File: src/rtl/e203_ifu_realign.sv
// e203_ifu_realign: splits a stream of word-aligned 32-bit fetch words into
// RV32/RVC instructions, one per cycle, with zero input-to-output latency.
// Halfwords are classified as the start of a 32-bit instruction when
// bits[1:0]==2'b11, otherwise as a 16-bit instruction.
//
// Ports
//   clk, rst            clock, synchronous active-high reset
//   i_valid/i_ready     fetch-word handshake (i_word, i_pc, i_err)
//   flush_req           one-cycle flush; flush_hwofs skips the low halfword
//                       of the next word (redirect target bit 1)
//   o_valid/o_ready     instruction handshake (o_instr, o_pc, o_rv32, o_buserr)
module e203_ifu_realign #(
  parameter int unsigned PC_W = 32
) (
  input  logic            clk,
  input  logic            rst,
  input  logic            i_valid,
  output logic            i_ready,
  input  logic [31:0]     i_word,
  input  logic [PC_W-1:0] i_pc,
  input  logic            i_err,
  input  logic            flush_req,
  input  logic            flush_hwofs,
  output logic            o_valid,
  input  logic            o_ready,
  output logic [31:0]     o_instr,
  output logic [PC_W-1:0] o_pc,
  output logic            o_rv32,
  output logic            o_buserr
);

  typedef enum logic [1:0] {
    ST_EMPTY,
    ST_HALF,
    ST_SKIP
  } state_t;

  state_t          state_q, state_d;
  logic [15:0]     hb_q, hb_d;
  logic [PC_W-1:0] hpc_q, hpc_d;
  logic            hb_err_q, hb_err_d;

  // Address bits [1:0] of the fetch word carry no information.
  logic unused_pc_lo;
  assign unused_pc_lo = ^i_pc[1:0];

  // The word address is 4-aligned, so +2 only sets bit 1 (wraps naturally).
  logic [PC_W-1:0] pc_lo, pc_hi;
  assign pc_lo = {i_pc[PC_W-1:2], 2'b00};
  assign pc_hi = {i_pc[PC_W-1:2], 2'b10};

  logic lo_is32, hi_is32, hb_is32;
  assign lo_is32 = (i_word[1:0] == 2'b11);
  assign hi_is32 = (i_word[17:16] == 2'b11);
  assign hb_is32 = (hb_q[1:0] == 2'b11);

  logic in_fire;
  assign in_fire = i_valid && o_ready;

  always_comb begin
    state_d  = state_q;
    hb_d     = hb_q;
    hpc_d    = hpc_q;
    hb_err_d = hb_err_q;
    o_valid  = 1'b0;
    i_ready  = 1'b0;
    o_instr  = '0;
    o_pc     = '0;
    o_buserr = 1'b0;

    if (rst) begin
      // Outputs stay idle; the registers are cleared in the state register.
    end else if (flush_req) begin
      i_ready  = 1'b1;
      state_d  = flush_hwofs ? ST_SKIP : ST_EMPTY;
      hb_err_d = 1'b0;
    end else begin
      case (state_q)
        ST_EMPTY: begin
          o_valid  = i_valid;
          o_pc     = pc_lo;
          o_buserr = i_err;
          i_ready  = o_ready;
          if (lo_is32) begin
            o_instr = i_word;
          end else begin
            o_instr = {16'h0, i_word[15:0]};
            if (in_fire) begin
              hb_d     = i_word[31:16];
              hpc_d    = pc_hi;
              hb_err_d = i_err;
              state_d  = ST_HALF;
            end
          end
        end

        ST_SKIP: begin
          if (hi_is32) begin
            // Upper halfword starts a 32-bit instruction: park it, emit nothing.
            i_ready = 1'b1;
            if (i_valid) begin
              hb_d     = i_word[31:16];
              hpc_d    = pc_hi;
              hb_err_d = i_err;
              state_d  = ST_HALF;
            end
          end else begin
            o_valid  = i_valid;
            o_instr  = {16'h0, i_word[31:16]};
            o_pc     = pc_hi;
            o_buserr = i_err;
            i_ready  = o_ready;
            if (in_fire) begin
              state_d = ST_EMPTY;
            end
          end
        end

        ST_HALF: begin
          o_pc = hpc_q;
          if (hb_is32) begin
            o_valid  = i_valid;
            o_instr  = {i_word[15:0], hb_q};
            o_buserr = hb_err_q | i_err;
            i_ready  = o_ready;
            if (in_fire) begin
              hb_d     = i_word[31:16];
              hpc_d    = pc_hi;
              hb_err_d = i_err;
            end
          end else begin
            o_valid  = 1'b1;
            o_instr  = {16'h0, hb_q};
            o_buserr = hb_err_q;
            if (o_ready) begin
              state_d = ST_EMPTY;
            end
          end
        end

        default: begin
          state_d = ST_EMPTY;
        end
      endcase
    end
  end

  assign o_rv32 = (o_instr[1:0] == 2'b11);

  always_ff @(posedge clk) begin
    if (rst) begin
      state_q  <= ST_EMPTY;
      hb_q     <= '0;
      hpc_q    <= '0;
      hb_err_q <= 1'b0;
    end else begin
      state_q  <= state_d;
      hb_q     <= hb_d;
      hpc_q    <= hpc_d;
      hb_err_q <= hb_err_d;
    end
  end

endmodule

File: config.mk
export PLATFORM = sky130hd
export DESIGN_NAME = e203_ifu_realign
export DESIGN_NICKNAME = d
export VERILOG_FILES = /design/src/rtl/e203_ifu_realign.sv
export SDC_FILE = /design/constraint.sdc
export NUM_CORES = 1
export LEC_CHECK = 0
export ABC_AREA = 0
export CORE_UTILIZATION = 39
export DETAILED_ROUTE_END_ITERATION = 10
export GPL_ROUTABILITY_DRIVEN = 1
export HOLD_SLACK_MARGIN = 0.1
export PLACE_DENSITY = 0.73
export SLEW_MARGIN = 20
export SYNTH_ARGS = -nofsm -noshare
export SYNTH_HDL_FRONTEND = slang
export SYNTH_SLANG_ARGS = --single-unit
File: constraint.sdc
create_clock -name clk -period 2.08 [get_ports clk]
set_input_delay 0.208 -clock clk [delete_from_list [all_inputs] [get_ports clk]]
set_output_delay 0.208 -clock clk [all_outputs]
set_load 0.01 [all_outputs]
==> results.cfg <==
[power_and_ir_drop]
ir_worst_vdd_v = 0.000256
cellLeakagePower_nw = 2.25
powerDensity_nw_per_um2 = 448

[placement]
port_buffers = 135
gp_congestion = 0.873
dp_hpwl_mm = 7.07
pre_cts_ws_ps = -173

[synthesis]
ys.warnings.count = 0
ys_top_cells_by_area = dfxtp_1, mux2i_1, nand2b_1, a22oi_1, nor2_1
synth_top_area_cell = dfxtp_1
synth_top_area_share_pct = 29.1
async_reset_ff_share_pct = 0
synth_cell_types = 35
synth_common_cells = nand2b_1, nor2_1, mux2i_1
synthesis.instances = 434
synth_edf_count = 0
synth_fp_nets = 505
synth_ff_type = dfxtp_1
seq_area_frac_synth_pct = 29.1
yosysMostFrequentCell = nand2b_1
syn_area_um2 = 3440
syn_avg_cell_area_um2 = 7.93
synth-seq-cells = 50

[min_path]
min_path_cells = 5
worstHoldStart = rst
holdPathEnd = state_q[1]$_SDFFE_PP0P_
min_path_type = primary input to flip-flop

[timing]
fin_crit_sh_pct = 99.8
clock.fmax_ghz = 0.482
min_period_ps = 2080
relSlewSlack_pct = 55.9
rsz0062_at_grt = yes
hold_slack_ps = 385
setup_violations = 0
hold_viol = 0
drv_slew = 0
clock_skew_ps = 8.36
fin_setup_tns_ps = 0
setup_ws_ps = 4.67
worstMarginPinSlew_ps = 661

[floorplan]
die_x_um = 95.9
core_um2 = 8380
io_pins = 139
die_y_um = 95.9
design.die.area_um2 = 9200
rows = 33
start_util_pct = 41.1

[routing]
vias = 3616
drtAntennaViolNets = 0
drcViolationCount = 0
drtIter0Drc = 157
wl_mm = 10.3
avgRoutedWirePerCell_um = 14.8
routed_via_density = 5.18
dr.pass1.iters = 4

[global_routing]
antenna_found_initial = 0
grt_max_degree = 96
grt_pass1_wl_mm = 16.4
grt_pass1_vias = 3481
grt_use_total_pct = 22.6
grt-ovfl-total = 0

[critical_path]
r2r_start = state_q[1]$_SDFFE_PP0P_
r2r-end = hb_q[7]$_SDFFE_PP0P_
cp-startpoint = state_q[1]$_SDFFE_PP0P_
cp-end-kind = output pin
arrival_ps = 1870
r2r_cells = 6
rrSetupSlack_ps = 210
cp_max_fo = 16
cp-start-kind = flip-flop
path_class = flip-flop to output pin
crit_required_ps = 1870

[cts]
cts_buffer_depth = 2
worstSkewPairLatency_ps = 310
cts_root_buffer = clkbuf_8
h-tree-depth = 2
clk_pin_slew_ps = 90
cts_tree = yes
cts_buffers = 5
postCtsHoldBufs = 0
clock_sinks = 50

[finish]
multiInputGateArea_um2 = 2290
final-seq-area_um2 = 1010
diodes = 0
syn2layout_area_growth_pct = 54.1
nFillCells = 741
drive_gt1_share_pct = 17.4
nNetsFinal = 663

[run_status]
outcome = finished, final reports clean

[job]
cap_violations = 0
[routing by layer]
metal / track usage (%) / routed length, µm / share of wire [%]
met5: 0 / 0 / 0
met2: 39.6 / 5070 / 49
met1: 28.5 / 4520 / 44
met4: 6.47 / 111 / 1.1
met3: 3.48 / 606 / 5.9
[sequential cells by signal (all words and copies together) (netlist names)]
signal    flops
hpc_q        31
hb_q         16
state_q       2
hb_err_q      1
[cell families after synthesis]
kind of cell / share of synthesized area (%)
buffers and inverters: 6.36
AOI/OAI and AO/OA: 16.6
and+or+nand+nor: 29.5
muxes: 18.3
other: 0.109
DFF: 29.1
[cell type report]
class                      instances  share of cell area [%]
tap                              105                    2.48
inverter                           3                   0.212
clock inverter                     2                   0.260
multi-input combinational        339                    43.1
sequential                        50                    19.0
timing repair buffer             193                    33.5
clock buffer                       6                    1.37
[cells in the final DEF, fill, tap and decap left out, types with 3 or more instances in the layout]
cell	n
clkbuf_8	5
clkbuf_2	13
dlygate4sd2_1	43
nand2_1	9
a21oi_1	18
mux2i_1	63
o21ai_0	3
nor2_1	78
buf_12	6
a22oi_1	44
buf_6	9
dfxtp_1	48
clkdlybuf4s50_1	66
buf_2	7
nand2b_1	92
inv_1	3
buf_4	41
clkdlybuf4s15_1	5
[through the flow]
| stage | total power (W) | util, % | cell area [µm²] | cells |
|---|---|---|---|---|
| 2_1_floorplan | 0.00140 | - | 3440 | 434 |
| 3_3_place_gp | 0.00177 | 60.3 | 5050 | 666 |
| 3_5_place_dp | 0.00178 | 60.3 | 5050 | 666 |
| 4_1_cts | 0.00238 | 63.5 | 5320 | 694 |
| 5_1_grt | 0.00249 | 63.2 | 5300 | 698 |
| 6_report | 0.00238 | 63.2 | 5300 | 698 |
[power by group]
group	total (W)	leakage (nW)	switching (W)	internal [W]
clock network	0.000576	0.0452	0.000338	0.000238
logic	0.000783	1.79	0.000349	0.000434
registers	0.00102	0.407	0.0000239	0.000993
[critical path, stage by stage, from the launching register on]
cell           delay (ps)
dfxtp_4               390
buf_6                 180
nor3_4                 60
buf_6                 110
buf_6                 110
buf_4                 130
buf_4                 120
a22oi_1               140
nor2_1                 50
dlygate4sd2_1         280
[worst max-delay path by stage]
| stage | endpoint | cells past startpoint |
|---|---|---|
| after floorplan | o_instr[10] | 6 |
| after global placement | o_pc[24] | 7 |
| after detailed placement | o_pc[1] | 6 |
| after CTS | o_instr[31] | 9 |
| after global routing | o_instr[31] | 9 |
| final | o_instr[31] | 9 |
[what timing repair did]
action,CTS,global route
gates resized for setup,99,45
buffers inserted,18,4
pin swaps,3,3
setup endpoints to repair,67,27
cloned,2,0
Note: power is estimated with default switching activity, not from simulation.
